File: config.mk
export PLATFORM = sky130hd
export DESIGN_NAME = sram_phase_sequencer
export DESIGN_NICKNAME = d
export VERILOG_FILES = /design/src/rtl/sram_phase_sequencer.sv
export SDC_FILE = /design/constraint.sdc
export NUM_CORES = 1
export LEC_CHECK = 0
export BUFFER_PORTS_ARGS = -buffer_cell sky130_fd_sc_hd__buf_4
export CAP_MARGIN = 30
export CORE_UTILIZATION = 45
export CTS_BUF_LIST = sky130_fd_sc_hd__clkbuf_4 sky130_fd_sc_hd__clkbuf_8 sky130_fd_sc_hd__clkbuf_16
export CTS_CLUSTER_DIAMETER = 50
export CTS_CLUSTER_SIZE = 20
export DETAILED_ROUTE_END_ITERATION = 8
export PLACE_DENSITY = 0.81
export SLEW_MARGIN = 30
export SYNTH_ARGS = -nofsm -noshare
export SYNTH_HDL_FRONTEND = slang
export SYNTH_SLANG_ARGS = --single-unit
File: constraint.sdc
create_clock -name clk_i -period 6.6 [get_ports clk_i]
set_input_delay 0.66 -clock clk_i [delete_from_list [all_inputs] [get_ports clk_i]]
set_output_delay 0.66 -clock clk_i [all_outputs]
set_load 0.01 [all_outputs]
File: src/rtl/sram_phase_sequencer.sv
`timescale 1ns/1ps
// Owner of the decoder's single SRAM port: steps UART load -> M2 -> M1 -> display,
// grants the bus to one client per phase and reports per-phase cycle counts.
module sram_phase_sequencer #(
  parameter int SKIP_M2        = 0,
  parameter int TIMEOUT_CYCLES = 2000000,
  parameter int CNT_W          = 22
) (
  input  logic             clk_i,
  input  logic             reset_i,
  input  logic             run_i,
  input  logic             uart_done_i,
  input  logic             m1_endF_i,
  input  logic             m2_endF_i,
  output logic             m1_startF_o,
  output logic             m2_startF_o,
  input  logic [71:0]      cli_addr_i,
  input  logic [63:0]      cli_wdata_i,
  input  logic [3:0]       cli_we_n_i,
  output logic [17:0]      SRAM_address_o,
  output logic [15:0]      SRAM_write_data_o,
  output logic             SRAM_we_n_o,
  output logic [1:0]       grant_o,
  output logic [3:0]       phase_o,
  output logic [CNT_W-1:0] phase_cycles_o,
  output logic             busy_o,
  output logic             error_o
);

  typedef enum logic [3:0] {
    S_IDLE    = 4'd0,
    S_UART    = 4'd1,
    S_GAP_A   = 4'd2,
    S_M2_GO   = 4'd3,
    S_M2      = 4'd4,
    S_GAP_B   = 4'd5,
    S_M1_GO   = 4'd6,
    S_M1      = 4'd7,
    S_GAP_C   = 4'd8,
    S_DISPLAY = 4'd9
  } state_t;

  localparam logic [CNT_W-1:0] TO_LIM = CNT_W'(TIMEOUT_CYCLES - 1);

  state_t           state_q, state_d;
  logic [1:0]       grant_q, grant_d;
  logic             run_q;
  logic             error_q, error_d;
  logic [CNT_W-1:0] cnt_q, cnt_d, cnt_inc;
  logic [CNT_W-1:0] pc_q, pc_d;
  logic             active, we_force;

  logic [17:0] addr_a  [4];
  logic [15:0] wdata_a [4];
  logic        we_a    [4];

  genvar gi;
  generate
    for (gi = 0; gi < 4; gi++) begin : g_cli
      assign addr_a[gi]  = cli_addr_i[gi*18 +: 18];
      assign wdata_a[gi] = cli_wdata_i[gi*16 +: 16];
      assign we_a[gi]    = cli_we_n_i[gi];
    end
  endgenerate

  assign active  = (state_q == S_UART) || (state_q == S_M2) || (state_q == S_M1);
  assign cnt_inc = (&cnt_q) ? cnt_q : cnt_q + 1'b1;

  always_comb begin
    state_d = state_q;
    error_d = error_q;
    pc_d    = pc_q;
    cnt_d   = cnt_q;
    grant_d = grant_q;
    // End flags are only honoured in the owning client's active state.
    case (state_q)
      S_IDLE: begin
        if (run_i && !run_q) begin
          state_d = S_UART;
          error_d = 1'b0;
        end
      end
      S_UART:    if (uart_done_i) state_d = S_GAP_A;
      S_GAP_A:   state_d = (SKIP_M2 != 0) ? S_M1_GO : S_M2_GO;
      S_M2_GO:   state_d = S_M2;
      S_M2:      if (m2_endF_i) state_d = S_GAP_B;
      S_GAP_B:   state_d = S_M1_GO;
      S_M1_GO:   state_d = S_M1;
      S_M1:      if (m1_endF_i) state_d = S_GAP_C;
      S_GAP_C:   state_d = S_DISPLAY;
      S_DISPLAY: if (!run_i) state_d = S_IDLE;
      default:   state_d = S_IDLE;
    endcase
    // A completing phase wins over a timeout landing on the same cycle.
    if (active && (state_d == state_q) && (cnt_q == TO_LIM)) begin
      state_d = S_IDLE;
      error_d = 1'b1;
    end
    if (state_d != state_q) begin
      cnt_d = '0;
      if (active) pc_d = cnt_inc;
    end else if (active) begin
      cnt_d = cnt_inc;
    end
    // Gaps keep the outgoing owner on the bus with writes blocked.
    case (state_d)
      S_IDLE, S_DISPLAY: grant_d = 2'd3;
      S_UART:            grant_d = 2'd0;
      S_M2_GO, S_M2:     grant_d = 2'd1;
      S_M1_GO, S_M1:     grant_d = 2'd2;
      default:           grant_d = grant_q;
    endcase
  end

  always_ff @(posedge clk_i) begin
    if (reset_i) begin
      state_q <= S_IDLE;
      grant_q <= 2'd3;
      run_q   <= 1'b0;
      error_q <= 1'b0;
      cnt_q   <= '0;
      pc_q    <= '0;
    end else begin
      state_q <= state_d;
      grant_q <= grant_d;
      run_q   <= run_i;
      error_q <= error_d;
      cnt_q   <= cnt_d;
      pc_q    <= pc_d;
    end
  end

  assign we_force = !((state_q == S_UART) || (state_q == S_M2_GO) || (state_q == S_M2) ||
                      (state_q == S_M1_GO) || (state_q == S_M1));

  assign SRAM_address_o    = addr_a[grant_q];
  assign SRAM_write_data_o = wdata_a[grant_q];
  assign SRAM_we_n_o       = we_force ? 1'b1 : we_a[grant_q];
  assign grant_o           = grant_q;
  assign phase_o           = state_q;
  assign phase_cycles_o    = pc_q;
  assign busy_o            = (state_q != S_IDLE);
  assign error_o           = error_q;
  assign m2_startF_o       = (state_q == S_M2_GO);
  assign m1_startF_o       = (state_q == S_M1_GO);

endmodule

==> results.toml <==
[status]
status = "finished, final reports clean"

[placement]
place.gp.congestion = 0.901
port_buffers = 212
postPlaceCellArea_um2 = 5470
dpl.hpwl_mm = 11.5

[clock_network]
post-cts-setup-buffers = 0
cts_max_level = 2
cts_tree = "done"
numClockSinks = 52
clkTransAtPathRegs_ns = 0.10
postCtsHoldBufs = 0
numCtsBuffers = 5
clk_path_buf_depth = 2
cts_resized = 0
clk_latency_ns = 0.31
cts_root_buf = "clkbuf_8"

[global_routing]
use_met3_pct = 6.70
grt_pass1_vias = 3721
busiest_layer = "met2"
grt_max_degree = 38
use_met1_pct = 41.1
grt_util_met2_pct = 48.6
antenna_found_initial = 1
grt_use_total_pct = 30.0
grt_overflow = 0
grt_pass1_wl_mm = 20.5

[setup_path]
rrSetupSlack_ns = 3.29
r2r_end = "phase_cycles_o[11]"
crit_fanout = 27
crit-reg2reg-launch = "phase_o[3]"
startpoint = "phase_o[3]"
timing.critical_path.to_type = "register"
worst-setup-path-type = "reg2reg"
worstPathArrival_ns = 3.52
required_ns = 6.81
ff2ff_path_depth = 7
start_kind = "register"

[routing]
via_per_inst = 6.00
wl_mm = 14.4
dr.pass1.iters = 4
post_drt_wl_per_cell_um = 20.3
vias = 4243
drt_first_iter_violations = 238
drcViolationCount = 0
postRouteAntennaNets = 0

[layout]
regArea_um2 = 1040
multi_input_area_um2 = 2670
utilization_pct = 67.1
area_delta_synth_final_pct = 42.9
layout.nets = 748
nFillCells = 669
fin_area_um2 = 5570
layout-drive-gt1-share_pct = 47.0
diodes = 0

[power_and_ir_drop]
ir_drop_mv = 0.149
p_per_area_nw_per_um2 = 220
leakagePower_nw = 2.27

[timing]
finClkSkew_ns = 0.00961
clock.fmax_ghz = 0.302
max-slew-margin-rel_pct = 38.1
rsz0062_at_grt = "false"
holdWs_ns = 0.480
finalSetupViolCount = 0
setup_tns_ns = 0
period_needed_ns = 3.31
drv_slew = 0
hold_violations = 0
fin_crit_sh_pct = 50.1
worstMarginPinSlew_ns = 0.921

[yosys]
synthTopCellsByArea = "dfxtp_1 (27%), mux4_2 (20%), nor2_1 (4.1%), xor2_1 (4.0%), and3b_1 (3.4%)"
ys_seq_elements = 52
synth_common_cells = "dfxtp_1 (52), nor2_1 (43), mux4_2 (35), nand2_1 (24), nand3_1 (24)"
synth_top_cell_area_share_pct = 26.7
synthFlopType = "dfxtp_1"
yosysMostFrequentCell = "dfxtp_1"
synth_top_area_cell = "dfxtp_1"
syn_nets = 562
avgSynthCellArea_um2 = 9.38
synthArstFlopShare_pct = 0
yosysSeqAreaShare_pct = 26.7
synth_edf_count = 0
syn_inst = 415
synth_area_um2 = 3890
synth_warnings = 0
synth_cell_types = 63

[floorplanning]
start_util_pct = 46.9
rows = 33
die_area_um2 = 9030
die_x_um = 95.0
dieHeight_um = 95.0
core_um2 = 8300
pin_count = 213

[min_path]
worstHoldStart = "phase_cycles_o[4]"
hp-class = "reg2reg"
min_to = "phase_cycles_o[4]"
holdPathStages = 2

[run]
maxCapViolations = 0
metrics by stage:
step / power, mW / cells / setup slack, ns
finish: 1.23 / 707 / 3.29
global route: 1.29 / 707 / 3.05
CTS: 1.23 / 707 / 3.30
detailed placement: 1.04 / 699 / 3.31
global placement: 1.02 / 699 / 3.40
floorplan: 0.754 / 415 / 4.02
critical path, stage by stage, from the launching register on:
cell	delay, ns
dfxtp_1	0.61
or4_4	0.64
nor3b_2	0.20
nor4_1	0.08
a21oi_2	0.29
nand2_1	0.51
nand2_2	0.50
mux2_2	0.38
report_power, final:
group / internal (mW) / switching (mW) / leakage [nW]
sequential: 0.341 / 0.0396 / 0.421
clock: 0.0851 / 0.110 / 0.0434
combinational: 0.358 / 0.292 / 1.81
total: 0.784 / 0.441 / 2.27
state kept, by name, indices dropped and copies added, names as in the netlist:
name            cells
run_q               1
phase_cycles_o     22
grant_o             2
error_o             1
cnt_q              22
phase_o             4
logic make-up (layout without fill, tap and decap cells):
| family | Yosys count | count (layout) | share of synthesized area, % |
|---|---|---|---|
| adder cells (fa/ha/maj) | 1 | 1 | 0.321 |
| XOR/XNOR | 30 | 30 | 6.75 |
| AND/OR/NAND/NOR | 171 | 171 | 24.0 |
| multiplexers | 41 | 41 | 21.8 |
| AO/OA/AOI/OAI | 81 | 81 | 15.6 |
| buffers and inverters | 39 | 226 | 4.76 |
| flip-flops | 52 | 52 | 26.7 |
per-layer routing:
metal,share of wire (%),vias up
met4,1.3,2
li1,-,1943
met2,49,243
met3,10,12
met1,40,2043
met5,0.12,-
final cells by class:
cell class	instances	area share, %
clock buffer	6	1.48
multi-input combinational	324	47.9
timing repair buffer	215	29.0
clock inverter	2	0.270
sequential	52	18.7
inverter	3	0.202
tap	105	2.36
worst max path at each step:
stage                         endpoint  slack, ns  cells past startpoint
floorplan           SRAM_address_o[10]       4.02                      3
global placement    phase_cycles_o[11]       3.40                      8
detailed placement  phase_cycles_o[11]       3.31                      8
CTS                        SRAM_we_n_o       3.30                      4
global route        phase_cycles_o[11]       3.05                      6
finish              phase_cycles_o[11]       3.29                      7
layout by cell type, fill, tap and decap left out, types with 5 or more instances in the layout:
master / Yosys / layout
a211oi_2: 7 / 7
nor3_1: 14 / 14
o21ai_0: 10 / 10
nand2b_1: 5 / 5
nand3_1: 24 / 24
a21o_1: 6 / 6
buf_4: 1 / 215
dfxtp_1: 52 / 50
mux4_2: 35 / 35
and3b_1: 15 / 15
nor4_1: 5 / 5
xor2_1: 18 / 18
and3_1: 5 / 5
xnor2_1: 12 / 12
mux2i_1: 5 / 5
clkbuf_8: 0 / 6
a21oi_1: 18 / 18
a211oi_1: 9 / 9
nor2_1: 43 / 43
or3_1: 5 / 5
nand2_1: 24 / 24
nand4_1: 8 / 8
No activity file was read; power rests on OpenSTA's default activity.
